==> config.mk <==
export PLATFORM = sky130hd
export DESIGN_NAME = cdb_arbiter
export DESIGN_NICKNAME = d
export VERILOG_FILES = /design/src/rtl/cdb_arbiter_pkg.sv /design/src/rtl/cdb_arbiter_pick3.sv /design/src/rtl/cdb_arbiter.sv
export SDC_FILE = /design/constraint.sdc
export NUM_CORES = 1
export LEC_CHECK = 0
export CORE_MARGIN = 3
export CORE_UTILIZATION = 48
export CTS_CLUSTER_DIAMETER = 200
export CTS_CLUSTER_SIZE = 30
export DETAILED_ROUTE_END_ITERATION = 12
export PLACE_DENSITY = 0.83
export SLEW_MARGIN = 15
export SYNTH_ARGS = -nofsm -noshare
export SYNTH_HDL_FRONTEND = slang
export SYNTH_SLANG_ARGS = --single-unit
==> constraint.sdc <==
create_clock -name clock -period 15.37 [get_ports clock]
set_input_delay 2.3055 -clock clock [delete_from_list [all_inputs] [get_ports clock]]
set_output_delay 2.3055 -clock clock [all_outputs]
set_load 0.03 [all_outputs]
==> src/rtl/cdb_arbiter_pkg.sv <==
// cdb_arbiter_pkg
// Shared types, constants and helpers for the Common Data Bus arbiter.
//   NUM_FU             : number of requesting functional units (8)
//   CDB_W              : number of CDB lanes (3)
//   FU_IDX             : 3-bit functional unit index
//   FU_STATE_PACKET    : one bit per functional unit
//   FU_COMPLETE_PACKET : result carried on a CDB lane
//   CDB_T_PACKET       : per-lane tag (valid + owning FU)
package cdb_arbiter_pkg;

  localparam int NUM_FU = 8;
  localparam int CDB_W  = 3;

  typedef logic [2:0]        FU_IDX;
  typedef logic [NUM_FU-1:0] FU_STATE_PACKET;

  typedef struct packed {
    logic        if_take_branch;
    logic [5:0]  dest_pr;
    logic [31:0] dest_value;
  } FU_COMPLETE_PACKET;

  typedef struct packed {
    logic  valid;
    FU_IDX fu;
  } CDB_T_PACKET;

  // Encode a one-hot FU vector into its index (0 when the vector is empty).
  function automatic FU_IDX onehot_to_idx(input FU_STATE_PACKET oh);
    FU_IDX idx;
    idx = '0;
    for (int i = 0; i < NUM_FU; i++) begin
      if (oh[i]) idx = idx | FU_IDX'(i);
    end
    return idx;
  endfunction

  // Of the set bits in mask, return the one reached last when walking
  // circularly from start. Returns start when mask is empty.
  function automatic FU_IDX last_in_rotation(input FU_STATE_PACKET mask,
                                             input FU_IDX          start);
    FU_IDX idx;
    FU_IDX last;
    last = start;
    for (int off = 0; off < NUM_FU; off++) begin
      idx = start + FU_IDX'(off);
      if (mask[idx]) last = idx;
    end
    return last;
  endfunction

endpackage

==> src/rtl/cdb_arbiter_pick3.sv <==
// rr_pick3
// Combinational circular first-three selector.
//   req      in  : request vector, one bit per FU
//   ptr      in  : FU index where the circular search starts
//   grant    out : one-hot grant per lane, lanes filled densely from lane 0
//   valid    out : lane k holds a grant
//   last_idx out : FU index of the last grant found (ptr when none)
module rr_pick3
  import cdb_arbiter_pkg::*;
(
  input  FU_STATE_PACKET                   req,
  input  FU_IDX                            ptr,
  output logic [CDB_W-1:0][NUM_FU-1:0]     grant,
  output logic [CDB_W-1:0]                 valid,
  output FU_IDX                            last_idx
);

  FU_IDX      idx;
  logic [1:0] cnt;

  always_comb begin
    grant    = '0;
    valid    = '0;
    last_idx = ptr;
    idx      = '0;
    cnt      = '0;
    for (int off = 0; off < NUM_FU; off++) begin
      // 3-bit addition wraps naturally, giving the circular order.
      idx = ptr + FU_IDX'(off);
      if (req[idx] && (cnt != 2'(CDB_W))) begin
        grant[cnt][idx] = 1'b1;
        valid[cnt]      = 1'b1;
        last_idx        = idx;
        cnt             = cnt + 2'd1;
      end
    end
  end

endmodule

==> src/rtl/cdb_arbiter.sv <==
// cdb_arbiter
// Grants up to three CDB lanes per cycle among eight functional units using a
// rotating-priority search, stalls the losers, and registers a lane-packed
// result bundle for complete_stage.
//   clock       in  : system clock, rising edge
//   reset_n     in  : asynchronous active-low reset
//   fu_finish   in  : bit i = FU i holds a finished result
//   fu_packet   in  : result of each FU
//   squash      in  : pipeline flush; no grants this cycle, pointer reset
//   fu_c_stall  out : bit i = FU i requested but was not granted (combinational)
//   cdb_valid   out : lane k carries a valid result (registered)
//   fu_c_out    out : lane payloads (registered)
//   grant_fu    out : FU index occupying each lane (registered)
// Optional feature macro: CDB_ARB_BRANCH_PRIO_EN -- requesters with
// if_take_branch set are searched first; the rest fill remaining lanes.
//
// Handshake: fu_finish[i] acts as valid, ~fu_c_stall[i] as ready. A transfer
// happens in a cycle where fu_finish[i]=1 and fu_c_stall[i]=0. While stalled,
// FU i must hold fu_finish[i] and fu_packet[i] stable; nothing is buffered here.
module cdb_arbiter
  import cdb_arbiter_pkg::*;
(
  input  logic                                clock,
  input  logic                                reset_n,
  input  FU_STATE_PACKET                      fu_finish,
  input  FU_COMPLETE_PACKET [NUM_FU-1:0]      fu_packet,
  input  logic                                squash,
  output FU_STATE_PACKET                      fu_c_stall,
  output logic [CDB_W-1:0]                    cdb_valid,
  output FU_COMPLETE_PACKET [CDB_W-1:0]       fu_c_out,
  output logic [CDB_W-1:0][2:0]               grant_fu
);

  FU_IDX                          rr_ptr;
  logic                           grant_en;
  FU_STATE_PACKET                 req;
  logic [CDB_W-1:0][NUM_FU-1:0]   lane_grant;
  logic [CDB_W-1:0]               lane_valid;
  FU_IDX                          last_idx;
  FU_STATE_PACKET                 granted;
  CDB_T_PACKET [CDB_W-1:0]        lane_tag;
  FU_COMPLETE_PACKET [CDB_W-1:0]  lane_pkt;

  // Nothing is granted during reset or squash, so every requester stalls.
  assign grant_en = reset_n & ~squash;
  assign req      = grant_en ? fu_finish : '0;

`ifdef CDB_ARB_BRANCH_PRIO_EN
  FU_STATE_PACKET                 br_req;
  FU_STATE_PACKET                 br_granted;
  FU_STATE_PACKET                 rest_req;
  logic [CDB_W-1:0][NUM_FU-1:0]   br_grant;
  logic [CDB_W-1:0][NUM_FU-1:0]   rest_grant;
  logic [CDB_W-1:0]               br_valid;
  logic [CDB_W-1:0]               rest_valid;
  FU_IDX                          br_last;
  FU_IDX                          rest_last;

  always_comb begin
    br_req = '0;
    for (int i = 0; i < NUM_FU; i++) begin
      br_req[i] = req[i] & fu_packet[i].if_take_branch;
    end
  end

  rr_pick3 u_pick_br (
    .req      (br_req),
    .ptr      (rr_ptr),
    .grant    (br_grant),
    .valid    (br_valid),
    .last_idx (br_last)
  );

  assign br_granted = br_grant[0] | br_grant[1] | br_grant[2];
  assign rest_req   = req & ~br_granted;

  rr_pick3 u_pick_rest (
    .req      (rest_req),
    .ptr      (rr_ptr),
    .grant    (rest_grant),
    .valid    (rest_valid),
    .last_idx (rest_last)
  );

  // Branch grants occupy the low lanes; the second pass fills what is left.
  always_comb begin
    lane_grant = rest_grant;
    lane_valid = rest_valid;
    case (br_valid)
      3'b001: begin
        lane_grant = {rest_grant[1], rest_grant[0], br_grant[0]};
        lane_valid = {rest_valid[1], rest_valid[0], 1'b1};
      end
      3'b011: begin
        lane_grant = {rest_grant[0], br_grant[1], br_grant[0]};
        lane_valid = {rest_valid[0], 2'b11};
      end
      3'b111: begin
        lane_grant = br_grant;
        lane_valid = 3'b111;
      end
      default: begin
        lane_grant = rest_grant;
        lane_valid = rest_valid;
      end
    endcase
  end

  // Grants come from two passes, so the furthest-rotated one is recomputed
  // over the merged set rather than taken from either pass.
  assign last_idx = last_in_rotation(granted, rr_ptr);
`else
  rr_pick3 u_pick (
    .req      (req),
    .ptr      (rr_ptr),
    .grant    (lane_grant),
    .valid    (lane_valid),
    .last_idx (last_idx)
  );
`endif

  assign granted    = lane_grant[0] | lane_grant[1] | lane_grant[2];
  assign fu_c_stall = fu_finish & ~granted;

  // Next lane contents; unused lanes are forced to zero.
  always_comb begin
    FU_IDX idx;
    idx      = '0;
    lane_tag = '0;
    lane_pkt = '0;
    for (int k = 0; k < CDB_W; k++) begin
      idx               = onehot_to_idx(lane_grant[k]);
      lane_tag[k].valid = lane_valid[k];
      if (lane_valid[k]) begin
        lane_tag[k].fu = idx;
        lane_pkt[k]    = fu_packet[idx];
      end
    end
  end

  always_ff @(posedge clock or negedge reset_n) begin
    if (!reset_n) begin
      rr_ptr    <= '0;
      cdb_valid <= '0;
      fu_c_out  <= '0;
      grant_fu  <= '0;
    end else if (squash) begin
      rr_ptr    <= '0;
      cdb_valid <= '0;
      fu_c_out  <= '0;
      grant_fu  <= '0;
    end else begin
      for (int k = 0; k < CDB_W; k++) begin
        cdb_valid[k] <= lane_tag[k].valid;
        grant_fu[k]  <= lane_tag[k].fu;
        fu_c_out[k]  <= lane_pkt[k];
      end
      // Resume just past the furthest-rotated winner so skipped FUs lead next.
      if (|lane_valid) rr_ptr <= last_idx + 3'd1;
    end
  end

endmodule

==> results.md <==
* Status: finished, final reports clean
* Die width at roughly 180 um
* GR Util All Layers at 0.425
* Max Clock Skew at 17.4 ps
* Main synth FF type: dfrtp_1
* CTS H-tree lvls at 4
* Net Count, Synth at between 1500 and 2000
* Critical path depth at 34
* CTS tree: yes
* Grt ovf at 0
* Clock Pin Slew Worst Setup and Hold Paths at 60 ps
* Via/cell ratio at a little under 7
* Worst hold path startpoint: rr_ptr[1]$_DFFE_PN0P_
* # IOs at 460
* CTS buffer count at 17
* Synth Instances at around 1500
* Hold path depth at 3
* Synth warnings at 0
* Core Region at approximately 29000 um^2
* # rows at 62
* CP endpoint kind: output port
* Clk_lat worst skew at about 440 ps
* Clock root buffer: clkbuf_16
* Arr. time, crit path at between 10000 and 15000 ps
* RR Endpoint: fu_c_out[36]$_DFF_PN0_
* PwrDens at 310 nW/um^2
* Critical path class: in2out
* Layout Nets at between 2000 and 2500
* Worst r2r src: rr_ptr[1]$_DFFE_PN0P_
* EDFF count, synth at 0
* Worst EP required at approximately 13000 ps
* Power, Total at 6100 uW
* Initial antenna violation count at 17
* Crit share post-route at 0.936
* Full die area at 31600 um^2
* Max_slew headroom at 0.185
* Global-route wire length before repair at 101 mm
* RD Place Congestion at ~1.1
* Synth Area in XOR/XNOR at 0.0120
* Tmin final at 14390 ps
* # clock sinks at ~130
* Critical path's slowest cell: clkdlybuf4s50_1
* Simple-gate share of the synthesized area at 0.102
* Pleak at 0.00889 uW
* Largest net degree at the start of global routing at 82
* CTS resizes at 0
* Mux contribution to synthesized area at 0.358
* CTS Buffer Depth at 2
* Sequential fraction of the synthesis area at 0.233
* Vias in the first global route at 15791
* Peak Freq at 69.5 MHz
* CP top delay family: compound AO/OA/AOI/OAI gates
* Worst Tran Pin Value at 1220 ps
* RSZ-0062 raised after global routing: no
* Port Buffers at 459
* Post-route ant nets at 0
* Worst Hold Path EP: rr_ptr[1]$_DFFE_PN0P_
* Number of max-cap violations at 0
* First DRT Iteration DRCs at 1978
* Reg-to-reg slack, setup at 3640 ps
* Seq cells post-synth at roughly 130
* Share of cells above drive strength 1 at 0.0790
* Critical Path Max Stage Delay at 820 ps
* WL per Instance at 30.8 um
* CP bufs+invs at 6
* Main combinational cell family by area after synthesis: multiplexers
* Setup ws final at 980 ps
* Setup WS pre-CTS at between 1000 and 1500 ps
* Most frequent CP cell: ha_1
* Synthesized area at 14100 um^2
* Synth unique cells at 90
* Starting density of the core at 0.490
* Peak supply drop at 0.696 mV
* Worst hold path type: reg2reg
* Via count at 15767
* Final slew viol count at 0
* Top cells by area, synth: mux2i_1 28%, dfrtp_1 23%, o22ai_1 5.5%
* Mean Syn Cell Area at 9.64 um^2
* Fin. Hold Viols at 0
* DR DRC count at 0
* Worst R2R Path Depth at 40
* Final TNS setup at 0 ps
* P&R area growth vs syn at 39.3%
* Pre-Repair DR Iteration Count at 7
* Asr flop ratio synth at 1.00
* Hold buffers post-CTS at 0
* Post-CTS Setup Bufs at 0
* Synth area leader: mux2i_1
* Synth top area share at 0.284
* Worst Path Max Fanout at 13
* Hpwl dp at 50.2 mm
* Compound-cell area share of the yosys netlist at 0.213
* Chip height at 178 um
* CP startpoint kind: primary input
* Post-Synth Adder-Cell Area at 0.0235
* # setup viols final at 0
* Routed WL at about 70 mm
cells by family (layout without fill, tap and decap cells):
group | count (synthesis) | after routing
buffers and inverters | 157 | 562
adder cells (fa/ha/maj) | 26 | 26
flip-flops | 132 | 132
other | 0 | 15
AND/OR/NAND/NOR | 265 | 265
multiplexers | 491 | 491
XOR/XNOR | 13 | 13
AO/OA/AOI/OAI | 384 | 384
through the flow:
step / instance area (um^2) / hold slack (ps) / cells / utilization
final: 19700 / 842 / 2272 / 0.683
after global routing: 19700 / 888 / 2270 / 0.683
after CTS: 19700 / 836 / 2257 / 0.681
after global placement: 19000 / 833 / 2225 / 0.658
after detailed placement: 19000 / 822 / 2225 / 0.658
after floorplan: 14100 / 844 / 1468 / -
flip-flops by register name, summed over array words and instances (netlist names):
signal and count:
rr_ptr 3, grant_fu 9, cdb_valid 3, fu_c_out 117
worst min-delay path, delay by kind of cell, from the launching register on:
kind	cells	cell delay, ps
buffers and inverters	1	220
DFF	1	350
muxes	1	170
and+or+nand+nor	1	50
cells in the mapped netlist (25+ instances only):
cell,number
mux2_2,33
mux2i_1,402
a221o_1,45
dfrtp_1,132
o22ai_1,125
mux2_1,53
ha_1,25
nand3_1,32
buf_4,28
clkbuf_1,41
nor2_1,43
nand2_1,42
o22a_1,41
o221ai_1,51
buf_2,49
or2_1,40
cell type report:
type                            count  area [um^2]
Antenna cell                       15         37.5
Clock buffer                       21          470
Clock inverter                     11          196
Fill cell                        2226         9150
Inverter                           25         93.8
Multi-Input combinational cell   1179        10100
Sequential cell                   132         3300
Tap cell                          384          480
Timing Repair Buffer              505         5030
layer usage:
metal / global-route usage / wire [um]
met5: 0 / 49
met1: 0.508 / 25500
met4: 0.288 / 4760
met2: 0.661 / 31700
met3: 0.123 / 7920
worst max path at each step:
stage,from,slack [ps],end
6_report,squash,980,fu_c_stall[5]
3_5_place_dp,squash,1250,fu_c_stall[5]
4_1_cts,squash,1160,fu_c_stall[5]
3_3_place_gp,squash,1330,fu_c_stall[5]
5_1_grt,squash,210,fu_c_stall[5]
2_1_floorplan,squash,1800,fu_c_stall[3]
cell usage in the layout (no fill, tap or decap), types with 5 or more instances in the layout:
| cell type | instances |
|---|---|
| dfrtp_1 | 132 |
| xnor2_1 | 6 |
| ha_1 | 25 |
| a211oi_1 | 6 |
| o221ai_1 | 51 |
| nor3_1 | 17 |
| nand3_1 | 31 |
| nor2b_1 | 12 |
| nand2_1 | 42 |
| bufinv_16 | 5 |
| o211ai_1 | 8 |
| o22ai_1 | 125 |
| a22oi_1 | 5 |
| buf_12 | 7 |
| buf_4 | 39 |
| a221o_1 | 45 |
| mux2_1 | 53 |
| clkdlybuf4s50_1 | 458 |
| clkbuf_16 | 17 |
| and3_1 | 13 |
| nand4_1 | 15 |
| mux2i_1 | 402 |
| and2_1 | 14 |
| inv_1 | 24 |
| nor2_1 | 42 |
| diode_2 | 15 |
| o21ai_0 | 13 |
| a21oi_1 | 23 |
| or2_1 | 40 |
| a31oi_1 | 8 |
| mux2_2 | 33 |
| o22a_1 | 41 |
report_power, final:
part / total (uW) / leakage [uW] / internal (uW) / switching (uW)
sequential: 489 / 0.00178 / 465 / 23.8
clock: 478 / 0.000320 / 302 / 176
combinational: 5140 / 0.00679 / 2120 / 3020
total: 6100 / 0.00889 / 2880 / 3220
No activity file was read; power rests on OpenSTA's default activity.
